`src/rtl/out_bus_sequencer_pkg.sv`:
```
// Shared types for the out_bus sequencer: FSM states, source indices and the
// round-robin pick used to choose the next bus owner.
package out_bus_sequencer_pkg;

  typedef enum logic [2:0] {
    IDLE  = 3'd0,
    BYTE0 = 3'd1,
    BYTE1 = 3'd2,
    DONE  = 3'd3,
    ABORT = 3'd4
  } seq_state_t;

  localparam int SRC_PC  = 0;
  localparam int SRC_MDR = 1;
  localparam int SRC_MAR = 2;

  localparam logic [2:0] SEL_PC  = 3'b001;
  localparam logic [2:0] SEL_MDR = 3'b010;
  localparam logic [2:0] SEL_MAR = 3'b100;

  // MAR as last owner makes PC the first choice after reset.
  localparam logic [2:0] LAST_RESET = SEL_MAR;

  // First requesting source strictly after 'last', wrapping PC->MDR->MAR->PC.
  function automatic logic [2:0] rr_pick(input logic [2:0] req, input logic [2:0] last);
    logic [2:0] pick;
    pick = 3'b000;
    case (last)
      SEL_PC: begin
        if (req[SRC_MDR])      pick = SEL_MDR;
        else if (req[SRC_MAR]) pick = SEL_MAR;
        else if (req[SRC_PC])  pick = SEL_PC;
      end
      SEL_MDR: begin
        if (req[SRC_MAR])      pick = SEL_MAR;
        else if (req[SRC_PC])  pick = SEL_PC;
        else if (req[SRC_MDR]) pick = SEL_MDR;
      end
      default: begin
        if (req[SRC_PC])       pick = SEL_PC;
        else if (req[SRC_MDR]) pick = SEL_MDR;
        else if (req[SRC_MAR]) pick = SEL_MAR;
      end
    endcase
    return pick;
  endfunction

endpackage

```
`src/rtl/out_bus_sequencer_if.sv`:
```
// Bundle of source requests, Arduino handshake and status signals around the
// out_bus sequencer; 'slave' is the sequencer side, 'master' the core side.
interface out_bus_sequencer_if;

  logic [2:0]  req;
  logic [15:0] pc_word;
  logic [15:0] mdr_word;
  logic [15:0] mar_word;
  logic        ard_receive_ready;
  logic        clr_error;
  logic [2:0]  grant;
  logic [2:0]  done;
  logic [7:0]  out_bus;
  logic        out_valid;
  logic        busy;
  logic        error;

  modport slave (
    input  req, pc_word, mdr_word, mar_word, ard_receive_ready, clr_error,
    output grant, done, out_bus, out_valid, busy, error
  );

  modport master (
    output req, pc_word, mdr_word, mar_word, ard_receive_ready, clr_error,
    input  grant, done, out_bus, out_valid, busy, error
  );

endinterface

```
`src/rtl/out_bus_sequencer_sync_edge_detect.sv`:
```
// Two-flop synchronizer followed by a registered rising-edge pulse; an input
// held high produces exactly one pulse, three clocks after it rises.
module sync_edge_detect (
  input  logic clk,
  input  logic rst_n,
  input  logic async_in,
  output logic pulse
);

  logic sync_1;
  logic sync_2;
  logic sync_2_prev;

  always_ff @(posedge clk or negedge rst_n) begin
    if (!rst_n) begin
      sync_1      <= 1'b0;
      sync_2      <= 1'b0;
      sync_2_prev <= 1'b0;
      pulse       <= 1'b0;
    end else begin
      sync_1      <= async_in;
      sync_2      <= sync_1;
      sync_2_prev <= sync_2;
      pulse       <= sync_2 & ~sync_2_prev;
    end
  end

endmodule

```
`src/rtl/out_bus_sequencer.sv`:
```
// Round-robin arbiter for PC/MDR/MAR onto the 8-bit Arduino out_bus; each granted
// word goes out as two bytes under the ard_receive_ready edge handshake.
module out_bus_sequencer
  import out_bus_sequencer_pkg::*;
#(
  parameter int unsigned TIMEOUT_CYCLES = 255,
  parameter bit          LSB_FIRST      = 1'b1
) (
  input  logic                  clk,
  input  logic                  rst_n,
  out_bus_sequencer_if.slave    bus
);

  localparam logic [7:0] TIMEOUT_LAST = 8'(TIMEOUT_CYCLES - 1);

  seq_state_t  state_q, state_d;
  logic [2:0]  grant_q, grant_d;
  logic [2:0]  last_q, last_d;
  logic [15:0] hold_q, hold_d;
  logic [7:0]  out_bus_q, out_bus_d;
  logic        out_valid_q, out_valid_d;
  logic        busy_q, busy_d;
  logic [2:0]  done_q, done_d;
  logic        error_q, error_d;
  logic [7:0]  timer_q, timer_d;

  logic        accept;
  logic [2:0]  pick;
  logic [15:0] picked_word;
  logic        timed_out;
  logic [7:0]  timer_inc;

  function automatic logic [7:0] first_byte(input logic [15:0] w);
    return LSB_FIRST ? w[7:0] : w[15:8];
  endfunction

  function automatic logic [7:0] second_byte(input logic [15:0] w);
    return LSB_FIRST ? w[15:8] : w[7:0];
  endfunction

  sync_edge_detect u_accept_sync (
    .clk      (clk),
    .rst_n    (rst_n),
    .async_in (bus.ard_receive_ready),
    .pulse    (accept)
  );

  always_comb begin
    pick        = rr_pick(bus.req, last_q);
    picked_word = bus.mar_word;
    if (pick[SRC_PC])       picked_word = bus.pc_word;
    else if (pick[SRC_MDR]) picked_word = bus.mdr_word;
    timed_out   = (timer_q == TIMEOUT_LAST);
    timer_inc   = (timer_q == 8'hFF) ? timer_q : timer_q + 8'd1;
  end

  // Next-state and next-output logic; every output is the registered value of
  // what the upcoming state presents, so nothing leaks combinationally to a port.
  always_comb begin
    state_d     = state_q;
    grant_d     = grant_q;
    last_d      = last_q;
    hold_d      = hold_q;
    out_bus_d   = out_bus_q;
    out_valid_d = out_valid_q;
    busy_d      = busy_q;
    done_d      = 3'b000;
    timer_d     = timer_q;
    error_d     = error_q & ~bus.clr_error;

    case (state_q)
      IDLE: begin
        timer_d = 8'd0;
        if (bus.req != 3'b000) begin
          state_d     = BYTE0;
          grant_d     = pick;
          last_d      = pick;
          hold_d      = picked_word;
          out_bus_d   = first_byte(picked_word);
          out_valid_d = 1'b1;
          busy_d      = 1'b1;
        end
      end

      BYTE0, BYTE1: begin
        if (accept) begin
          timer_d = 8'd0;
          if (state_q == BYTE0) begin
            state_d   = BYTE1;
            out_bus_d = second_byte(hold_q);
          end else begin
            state_d = DONE;
            done_d  = grant_q;
          end
        end else if (timed_out) begin
          // Timeout set has priority over a simultaneous clr_error.
          state_d     = ABORT;
          timer_d     = 8'd0;
          grant_d     = 3'b000;
          out_valid_d = 1'b0;
          busy_d      = 1'b0;
          error_d     = 1'b1;
        end else begin
          timer_d = timer_inc;
        end
      end

      DONE: begin
        state_d     = IDLE;
        timer_d     = 8'd0;
        grant_d     = 3'b000;
        out_valid_d = 1'b0;
        busy_d      = 1'b0;
      end

      ABORT: begin
        state_d = IDLE;
        timer_d = 8'd0;
      end

      default: begin
        state_d     = IDLE;
        timer_d     = 8'd0;
        grant_d     = 3'b000;
        out_valid_d = 1'b0;
        busy_d      = 1'b0;
      end
    endcase
  end

  always_ff @(posedge clk or negedge rst_n) begin
    if (!rst_n) begin
      state_q     <= IDLE;
      grant_q     <= 3'b000;
      last_q      <= LAST_RESET;
      hold_q      <= 16'h0000;
      out_bus_q   <= 8'h00;
      out_valid_q <= 1'b0;
      busy_q      <= 1'b0;
      done_q      <= 3'b000;
      error_q     <= 1'b0;
      timer_q     <= 8'd0;
    end else begin
      state_q     <= state_d;
      grant_q     <= grant_d;
      last_q      <= last_d;
      hold_q      <= hold_d;
      out_bus_q   <= out_bus_d;
      out_valid_q <= out_valid_d;
      busy_q      <= busy_d;
      done_q      <= done_d;
      error_q     <= error_d;
      timer_q     <= timer_d;
    end
  end

  assign bus.grant     = grant_q;
  assign bus.done      = done_q;
  assign bus.out_bus   = out_bus_q;
  assign bus.out_valid = out_valid_q;
  assign bus.busy      = busy_q;
  assign bus.error     = error_q;

  grant_onehot: assert property (@(posedge clk) disable iff (!rst_n) $onehot0(grant_q));
  done_onehot:  assert property (@(posedge clk) disable iff (!rst_n) $onehot0(done_q));
  last_onehot:  assert property (@(posedge clk) disable iff (!rst_n) $onehot(last_q));
  valid_owned:  assert property (@(posedge clk) disable iff (!rst_n) out_valid_q |-> (grant_q != 3'b000));

endmodule

```
`src/flat_wrapper.sv`:
```
// flat-port wrapper written by rule: the top's interface ports become plain ports
module out_bus_sequencer_flat import out_bus_sequencer_pkg::*;
#(
  parameter int unsigned TIMEOUT_CYCLES = 255,
  parameter bit          LSB_FIRST      = 1'b1
)
  (clk, rst_n, bus_req, bus_pc_word, bus_mdr_word, bus_mar_word, bus_ard_receive_ready, bus_clr_error, bus_grant, bus_done, bus_out_bus, bus_out_valid, bus_busy, bus_error);
  out_bus_sequencer_if bus_i ();
  input  logic clk;
  input  logic rst_n;
  input wire logic [$bits(bus_i.req)-1:0] bus_req;
  input wire logic [$bits(bus_i.pc_word)-1:0] bus_pc_word;
  input wire logic [$bits(bus_i.mdr_word)-1:0] bus_mdr_word;
  input wire logic [$bits(bus_i.mar_word)-1:0] bus_mar_word;
  input wire logic [$bits(bus_i.ard_receive_ready)-1:0] bus_ard_receive_ready;
  input wire logic [$bits(bus_i.clr_error)-1:0] bus_clr_error;
  output wire logic [$bits(bus_i.grant)-1:0] bus_grant;
  output wire logic [$bits(bus_i.done)-1:0] bus_done;
  output wire logic [$bits(bus_i.out_bus)-1:0] bus_out_bus;
  output wire logic [$bits(bus_i.out_valid)-1:0] bus_out_valid;
  output wire logic [$bits(bus_i.busy)-1:0] bus_busy;
  output wire logic [$bits(bus_i.error)-1:0] bus_error;
  assign bus_i.req = bus_req;
  assign bus_i.pc_word = bus_pc_word;
  assign bus_i.mdr_word = bus_mdr_word;
  assign bus_i.mar_word = bus_mar_word;
  assign bus_i.ard_receive_ready = bus_ard_receive_ready;
  assign bus_i.clr_error = bus_clr_error;
  assign bus_grant = bus_i.grant;
  assign bus_done = bus_i.done;
  assign bus_out_bus = bus_i.out_bus;
  assign bus_out_valid = bus_i.out_valid;
  assign bus_busy = bus_i.busy;
  assign bus_error = bus_i.error;
  out_bus_sequencer #(.TIMEOUT_CYCLES(TIMEOUT_CYCLES), .LSB_FIRST(LSB_FIRST)) u_core (.clk(clk), .rst_n(rst_n), .bus(bus_i));
endmodule
```
`config.mk`:
```
export PLATFORM = sky130hd
export DESIGN_NAME = out_bus_sequencer_flat
export DESIGN_NICKNAME = d
export VERILOG_FILES = /design/src/rtl/out_bus_sequencer_pkg.sv /design/src/rtl/out_bus_sequencer_if.sv /design/src/rtl/out_bus_sequencer_sync_edge_detect.sv /design/src/rtl/out_bus_sequencer.sv /design/src/flat_wrapper.sv
export SDC_FILE = /design/constraint.sdc
export NUM_CORES = 1
export LEC_CHECK = 0
export CAP_MARGIN = 20
export CORE_ASPECT_RATIO = 2
export CORE_UTILIZATION = 47
export DETAILED_ROUTE_END_ITERATION = 12
export PLACE_DENSITY = 0.81
export SLEW_MARGIN = 20
export SYNTH_ARGS = -nofsm -noshare
export SYNTH_HDL_FRONTEND = slang
export SYNTH_SLANG_ARGS = --single-unit
```
`constraint.sdc`:
```
create_clock -name clk -period 2.1 [get_ports clk]
set_input_delay 0.42 -clock clk [delete_from_list [all_inputs] [get_ports clk]]
set_output_delay 0.42 -clock clk [all_outputs]
set_load 0.02 [all_outputs]
```
=== Word level (Yosys, flattened, before mapping) ===
Index checks and enable logic that the tools add are counted.
Widths: inputs -> output; s select.

* Add/sub/neg operators: 1
* Muxes and demuxes: 39
* Bitwise operators: 5
* Eq/ne operators: 14
* Reduce and logical (&&, ||, !) cells: 8

{| class="wikitable"
|+ Operator list
! cell !! number
|-
| $mux 8 || 7
|-
| $mux 3 || 16
|-
| $mux 16 || 2
|-
| $eq 8x8->1 const B || 2
|-
| $pmux 8 s2 || 1
|-
| $pmux 3 s2 || 2
|-
| $pmux 3 s3 || 1
|-
| $add 8x1->8 const B || 1
|-
| $mux 1 || 8
|-
| $reduce_and 4->1 || 2
|-
| $eq 3x1->1 const B || 2
|-
| $eq 3x2->1 const B || 2
|-
| $ne 2x1->1 const B || 3
|-
| $ne 2x2->1 const B || 2
|-
| $ne 4x3->1 const B || 1
|-
| $reduce_and 2->1 || 2
|-
| $eq 3x3->1 const B || 1
|-
| $logic_not 3->1 || 1
|-
| $ne 3x2->1 const B || 1
|-
| $not 1->1 || 3
|-
| $pmux 1 s3 || 1
|-
| $reduce_bool 3->1 || 1
|-
| $and 1x1->1 || 2
|-
| $mux 2 || 1
|-
| 2 further kinds || 2
|}

* Word-level logic and storage cells: 80
* Register bits: 50
* Output and inout bits: 17

=== Longest topological paths before layout ===
Gate-level depths: netlist (run 1).

* Depth after elaboration: 8
* Mapped depth: 6
* Mapped depth without buffers: 6

=== Modules after synthesis ===
From an unflattened synthesis (run 1), not the netlist that was laid out.

* Cell total of the unflattened synthesis: 240
* Area, all modules: 2392.3 um2

{| class="wikitable"
|+ By module, submodules not included
! module !! cells an instance !! seq. area each (um2) !! times used !! area an instance (um2)
|-
| out_bus_sequencer || 235 || 952.2 || 1 || 2278.4
|-
| sync_edge_detect || 5 || 100.1 || 1 || 113.9
|}

=== Worst setup path after synthesis (run 1) ===
OpenSTA, ideal clock, no wires.

* Path kind: reg2reg
* Start: register u_core.last_q[2]
* End: register u_core.hold_q[10]
* Arrival: 1.512 ns
* Path buffers: 1
* Cell stages (with the launch flop): 6
* Clock period less this slack: 1.637 ns
* Slack: 0.463 ns
* Library setup time: 0.126 ns
* Cell sequence: dfstp_2 -> nand4bb_1 -> nand4_2 -> buf_2 -> a221oi_2 -> o21ai_1

* Cells in the longest elaborated chain, start to end: 4
* Elaborated cells on any way between the ends: 5
* Classes of those cells: 2 x eq/ne; 3 x mux

{| class="wikitable"
|+ Ends and longest elaborated chain
! what !! line !! RTL
|-
| from (decl) || out_bus_sequencer.sv:18 || <nowiki>logic [2:0] last_q, last_d;</nowiki>
|-
| from (signal assigned) || out_bus_sequencer.sv:146 || <nowiki>last_q <= last_d;</nowiki>
|-
| $eq 3x2->1 or $eq 3x1->1 (tied branches) || out_bus_sequencer_pkg.sv:28 || <nowiki>case (last)</nowiki>
|-
| $pmux 3 s2 (*) || out_bus_sequencer_pkg.sv:28 ||
|-
| $mux 16 || out_bus_sequencer.sv:52 || <nowiki>else if (pick[SRC_MDR]) picked_word = bus.mdr_word;</nowiki>
|-
| $mux 16 (*) || out_bus_sequencer.sv:51 || <nowiki>if (pick[SRC_PC]) picked_word = bus.pc_word;</nowiki>
|-
| to (signal assigned) || out_bus_sequencer.sv:147 || <nowiki>hold_q <= hold_d;</nowiki>
|-
| to (decl) || out_bus_sequencer.sv:19 || <nowiki>logic [15:0] hold_q, hold_d;</nowiki>
|}

Every way passes the cells marked *; elsewhere a longest branch is shown, timed or not.
A chain may end at the register's enable or synchronous reset.

=== Worst setup path after layout (run 1) ===
* Start: input bus_req[0]
* End: register u_core.hold_q[11]

* Cells in the longest elaborated chain, start to end: 5
* Elaborated cells on any way between the ends: 11
* Classes of those cells: 9 x mux; 2 x reduce/logical

{| class="wikitable"
|+ Ends and longest elaborated chain
! what !! line !! RTL
|-
| from (decl) || flat_wrapper.sv:11 || <nowiki>input wire logic [$bits(bus_i.req)-1:0] bus_req;</nowiki>
|-
| $mux 3 or $mux 1 (tied branches) || out_bus_sequencer_pkg.sv:36, out_bus_sequencer_pkg.sv:32 ||
|-
| $mux 3 (on tied branches) || out_bus_sequencer_pkg.sv:35, out_bus_sequencer_pkg.sv:31 ||
|-
| $pmux 3 s2 or $mux 3 (tied branches) || out_bus_sequencer_pkg.sv:28, out_bus_sequencer_pkg.sv:30 ||
|-
| $mux 16 or $pmux 3 s2 (tied branches) || out_bus_sequencer.sv:52, out_bus_sequencer_pkg.sv:28 ||
|-
| $mux 16 || out_bus_sequencer.sv:51 ||
|}

Several ways; a longest one is shown, not always the timed one.

==> results.tsv, run 1 <==
metric	value	unit
worstHoldPathType	in2async	
cts_buffers	5	
end_kind	flip-flop	
clkLatencyLatePin	0.29	ns
cp_top_family	buffers and inverters	
wirelength	6.10	mm
gp_congestion	0.806	
final_cell_mix	70 x clkdlybuf4s50_1, 41 x dfrtp_1, 21 x nand2_1	
tightest_slew	0.751	ns
synth_seq_cells	42	
synth_ff_type	dfrtp_1	
setup.worst_path.class	in2reg	
htree_levels	2	
place_area	3180	µm²
synthArstFlopShare	1.00	
core.rowCount	35	
cts_sinks	42	
status	finished clean	
crit_path_start_kind	input pin	
post_cts_resized	0	
post_cts_buffers	0	
synth_area	2320	µm²
final_common_cell	clkdlybuf4s50_1	
cpPeakStageDelay	0.62	ns
avgRoutedWirePerCell	16.3	µm
crit_path_cell_trace	clkdlybuf4s50_1 > nor3_1 > or4_1 > buf_4 > nand2_1 > o21ai_1	
dp_cells	367	
clock_path_buffers	2	
route.detailed.drc	0	
critPathSlowestCell	clkdlybuf4s50_1	
fin_util	0.703	
cts_hold_buf	0	
setup_violations	0	
ios	72	
rsz0062_at_grt	no	
synth_cells	238	
syn2layout_area_growth	42.2	%
grt_antenna_before_repair	0	
core	4690	µm²
viasPerCell	5.83	
reg2reg_from	u_core.last_q[2]	
crit_start	bus_req[0]	
grt_pass1_wl	10.1	mm
avgSynthCellArea	9.74	µm²
grt_pass1_vias	2261	
synth_edf_count	0	
grt_max_degree	43	
die_w	51.7	µm
first_iter_violations	72	
ys_types	49	
final_area	3300	µm²
dp_hpwl	4.53	mm
hold_viol_final	0	
powerDensity	1190	nW/µm²
antennaDiodeCount	0	
synth_nets	295	
yosysWarnings	0	
final_cells	375	
holdWs	0.179	ns
slew_headroom	0.495	
max_freq	0.528	GHz
ant_nets	0	
fin_crit	1.90	ns
drive_gt1_frac	0.147	
tritoncts	built	
period_share	0.902	
slew_violations	0	
synth-seq-area-share	0.454	
clk_root_buffer_cell	clkbuf_8	
cp_data_arrival_time	2.06	ns
die_area	5230	µm²
finalNetCount	376	
clkTransAtPathRegs	0.08	ns
grt_usage	0.259	
cp_max_fo	8	
overflow	0	
via_count	2186	
p_leak	0.00138	µW
maxCapViolations	0	
worst-endpoint-required	2.26	ns
fp.dieH	101	µm
ir_drop	0.000908	V
initial_core_util	0.495	
path_buf_inv	2	
io_buffers	71	
first_pass_iters	4	
fin_skew	0.0113	ns
cell usage after synthesis, types with 2 or more instances:
cell	count	area [µm²]
ha_1	2	25.0
a21oi_1	5	25.0
or4_1	2	15.0
xor2_1	2	17.5
nor4_1	3	18.8
and2_1	4	25.0
buf_2	6	30.0
nor2_1	12	45.0
o32ai_1	2	17.5
xnor2_1	3	26.3
nand4bb_1	2	22.5
inv_1	8	30.0
nand3b_1	2	15.0
nand3_1	11	55.1
a22o_1	2	17.5
buf_6	3	33.8
and3_1	19	119
o21ai_0	18	90.1
o211ai_1	9	67.6
dfrtp_1	41	1030
clkbuf_1	4	15.0
nand4_1	2	12.5
o21ai_1	9	45.0
or2_2	2	12.5
a221oi_2	8	120
nor2b_1	2	12.5
nor3_1	5	25.0
a221oi_1	8	70.1
buf_4	2	15.0
nand2_1	21	78.8
registers in the layout, indices dropped and copies added (netlist names):
name / cells
u_core.bus.grant: 3
u_core.u_accept_sync.sync_2_prev: 1
u_core.u_accept_sync.sync_1: 1
u_core.u_accept_sync.sync_2: 1
u_core.bus.error: 1
u_core.hold_q: 8
u_core.bus.out_bus: 8
u_core.last_q: 3
u_core.u_accept_sync.pulse: 1
u_core.state_q: 3
u_core.bus.done: 3
u_core.bus.out_valid: 1
u_core.timer_q: 8
per-layer routing:
layer	GRT usage	up-vias	wire length (µm)
met2	0.467	60	3370
met1	0.288	1065	2380
met3	0.0375	12	178
met5	0	-	0
met4	0.127	0	172
li1	-	1049	-
through the flow:
stage,setup slack [ns],total power [µW],setup TNS [ns]
floorplan,0.463,2480,0
global placement,-0.319,3220,-2.80
detailed placement,-0.0705,3280,-0.728
CTS,0.213,3950,0
global route,0.0826,4210,0
finish,0.205,3930,0
cells by family (layout without fill, tap and decap cells):
group	Yosys count	in the layout	share of synthesized area
DFF	42	42	0.454
adders and majority gates	2	2	0.0108
AOI/OAI and AO/OA	71	71	0.236
xor gates and xnor gates	5	5	0.0189
muxes	1	1	0.00432
buffers and inverters	25	107	0.0615
and+or+nand+nor	92	92	0.214
layout make-up:
class | count | area (µm²)
Fill cell | 344 | 1390
Multi-Input combinational cell | 171 | 1130
Sequential cell | 42 | 1050
Timing Repair Buffer | 91 | 893
Clock buffer | 7 | 86.3
Tap cell | 55 | 68.8
Clock inverter | 1 | 30.0
Inverter | 8 | 30.0
where the power goes:
part	internal (µW)	switching, µW
clock	388	264
combinational	957	1010
sequential	1070	240
total	2420	1510
path summary, 6_finish.rpt:
path                                                    end  slack (ns)  cells past startpoint
setup / recovery                          u_core.hold_q[11]        0.20                      6
hold / removal             u_core.u_accept_sync.sync_2_prev        0.18                      2
setup reg to reg                      u_core.bus.out_bus[6]        0.29                      5
hold reg to reg                 u_core.u_accept_sync.sync_2        0.36                      0
max in group asynchronous                  u_core.hold_q[9]        1.55                      2
min in group clk                u_core.u_accept_sync.sync_2        0.36                      0
Power figures use the tool's default switching activity.
==> inputs of run 2 (changes only) <==
- CORE_UTILIZATION: 47 -> 60
- DONT_BUFFER_PORTS: default -> 1
- PLACE_DENSITY: 0.81 -> 0.76
==> results.tsv, run 2 (same netlist as run 1, synthesis figures left out) <==
metric	value	unit	change
io_buffers	0		was 71
worst-endpoint-required	2.30	ns	was 2.26 ns
gp_congestion	0.825		was 0.806
grt_usage	0.280		was 0.259
ios	72		unchanged
setup_violations	0		unchanged
pre_cts_slack	0.0956	ns	was -0.0705 ns
fin_util	0.674		was 0.703
initial_core_util	0.636		was 0.495
syn2layout_area_growth	5.99	%	was 42.2%
cp_data_arrival_time	2.18	ns	was 2.06 ns
crit_path_cell_trace	nand4bb_1 > and2_1 > a221oi_1 > o211ai_1		was clkdlybuf4s50_1 > nor3_1 > or4_1 > buf_4 > nand2_1 > o21ai_1
tritoncts	built		unchanged
core	3650	µm²	was 4690 µm²
period_share	0.940		was 0.902
min_from	bus_ard_receive_ready		
clkLatencyLatePin	0.29	ns	about the same
finalNetCount	293		was 376
final_cell_mix	41 x dfrtp_1, 21 x nand2_1, 19 x and3_1		was 70 x clkdlybuf4s50_1, 41 x dfrtp_1, 21 x nand2_1
hold_path_depth	0		
viasPerCell	6.63		was 5.83
reg2reg_from	u_core.last_q[2]		unchanged
grt_antenna_before_repair	0		unchanged
avgRoutedWirePerCell	19.1	µm	was 16.3 µm
slew_violations	0		unchanged
die_w	45.9	µm	was 51.7 µm
ir_drop	0.000969	V	was 0.000908 V
cp_max_fo	16		was 8
r2r_slack	0.13	ns	was 0.29 ns
core.rowCount	31		was 35
crit_path_start_kind	flip-flop		was input pin
p_leak	0.00102	µW	was 0.00138 µW
cts_buffers	5		unchanged
grt_pass1_wl	8.53	mm	was 10.1 mm
antennaDiodeCount	0		unchanged
status	finished clean		unchanged
fp.dieH	89.9	µm	was 101 µm
holdWs	0.158	ns	was 0.179 ns
setup-tns-final	0	ns	unchanged
ant_nets	0		unchanged
max_freq	0.506	GHz	was 0.528 GHz
dp_cells	276		was 367
hold_viol_final	0		unchanged
cts_sinks	42		unchanged
maxCapViolations	0		unchanged
fin_crit	1.97	ns	was 1.90 ns
dp_hpwl	3.98	mm	was 4.53 mm
grt_max_degree	43		unchanged
route.detailed.drc	0		unchanged
final_common_cell	dfrtp_1		was clkdlybuf4s50_1
wirelength	5.46	mm	was 6.10 mm
die_area	4130	µm²	was 5230 µm²
rsz0062_at_grt	no		unchanged
rr_endpoint	u_core.bus.out_bus[4]		was u_core.bus.out_bus[6]
num-fill-cells	319		was 344
clock_path_buffers	2		unchanged
overflow	0		unchanged
worstHoldPathType	in2reg		was in2async
post-route-worst-setup-slack	0.125	ns	was 0.205 ns
end_kind	flip-flop		unchanged
cpPeakStageDelay	0.66	ns	was 0.62 ns
first_pass_iters	6		was 4
clk_root_buffer_cell	clkbuf_8		unchanged
final_cells	286		was 375
reg2reg_depth	4		was 5
setup.worst_path.class	reg2reg		was in2reg
drive_gt1_frac	0.131		was 0.147
slew_headroom	0.472		was 0.495
tightest_slew	0.781	ns	was 0.751 ns
clkTransAtPathRegs	0.07	ns	was 0.08 ns
grt_pass1_vias	1881		was 2261
fin_skew	0.00949	ns	was 0.0113 ns
powerDensity	1350	nW/µm²	was 1190 nW/µm²
hold-path-endpoint	u_core.u_accept_sync.sync_1		
first_iter_violations	68		was 72
htree_levels	2		unchanged
via_count	1897		was 2186
critPathSlowestCell	and2_1		was clkdlybuf4s50_1
run 2: timing repair:
action	CTS	global route
hold buffers	2	0
gates resized for setup	0	1
endpoints found under the hold margin	42	0
buffers inserted	0	0
setup endpoints to repair	0	1
run 2: power by group:
| group | switching [µW] | internal, µW | total, µW |
|---|---|---|---|
| clock network | 259 | 236 | 495 |
| logic | 784 | 561 | 1350 |
| registers | 413 | 1070 | 1480 |
run 2: final cells by class:
class	count	area, µm²	share of cell area
repair buffers	8	87.6	0.0357
flip-flops and latches	42	1050	0.428
well taps	49	61.3	0.0250
clock buffers	8	80.1	0.0326
inverters	8	30.0	0.0122
multi-input cells	171	1140	0.466
run 2: worst max-delay path by stage:
stage                      start               endpoint  slack (ns)  cells after the start
6_report        u_core.last_q[2]  u_core.bus.out_bus[4]        0.13                      4
5_1_grt         u_core.last_q[2]  u_core.bus.out_bus[6]        0.02                      4
4_1_cts        u_core.state_q[0]  u_core.bus.out_bus[5]        0.05                      4
3_5_place_dp   u_core.state_q[0]  u_core.bus.out_bus[5]         0.1                      4
3_3_place_gp   u_core.state_q[0]  u_core.bus.out_bus[2]        0.16                      4
2_1_floorplan   u_core.last_q[2]      u_core.hold_q[10]        0.46                      5
run 2: metrics by stage:
step | cell area (µm²) | total power [µW]
after detailed placement | 2330 | 2780
after global placement | 2330 | 2710
after floorplan | 2320 | 2480
final | 2460 | 3320
after global routing | 2460 | 3540
after CTS | 2440 | 3300
run 2: critical path: cells and delay by family, from the launching register on:
kind	cells	cell delay, ns
flip-flops	1	0.63
AO/OA/AOI/OAI	2	0.40
AND/OR/NAND/NOR	2	0.85
run 2: routing by layer:
| metal | vias to the layer above | wire, µm | GRT usage |
|---|---|---|---|
| met4 | 0 | 110 | 0.113 |
| li1 | 885 | - | - |
| met5 | - | 0 | 0 |
| met1 | 924 | 2000 | 0.319 |
| met2 | 80 | 3010 | 0.480 |
| met3 | 8 | 335 | 0.0542 |
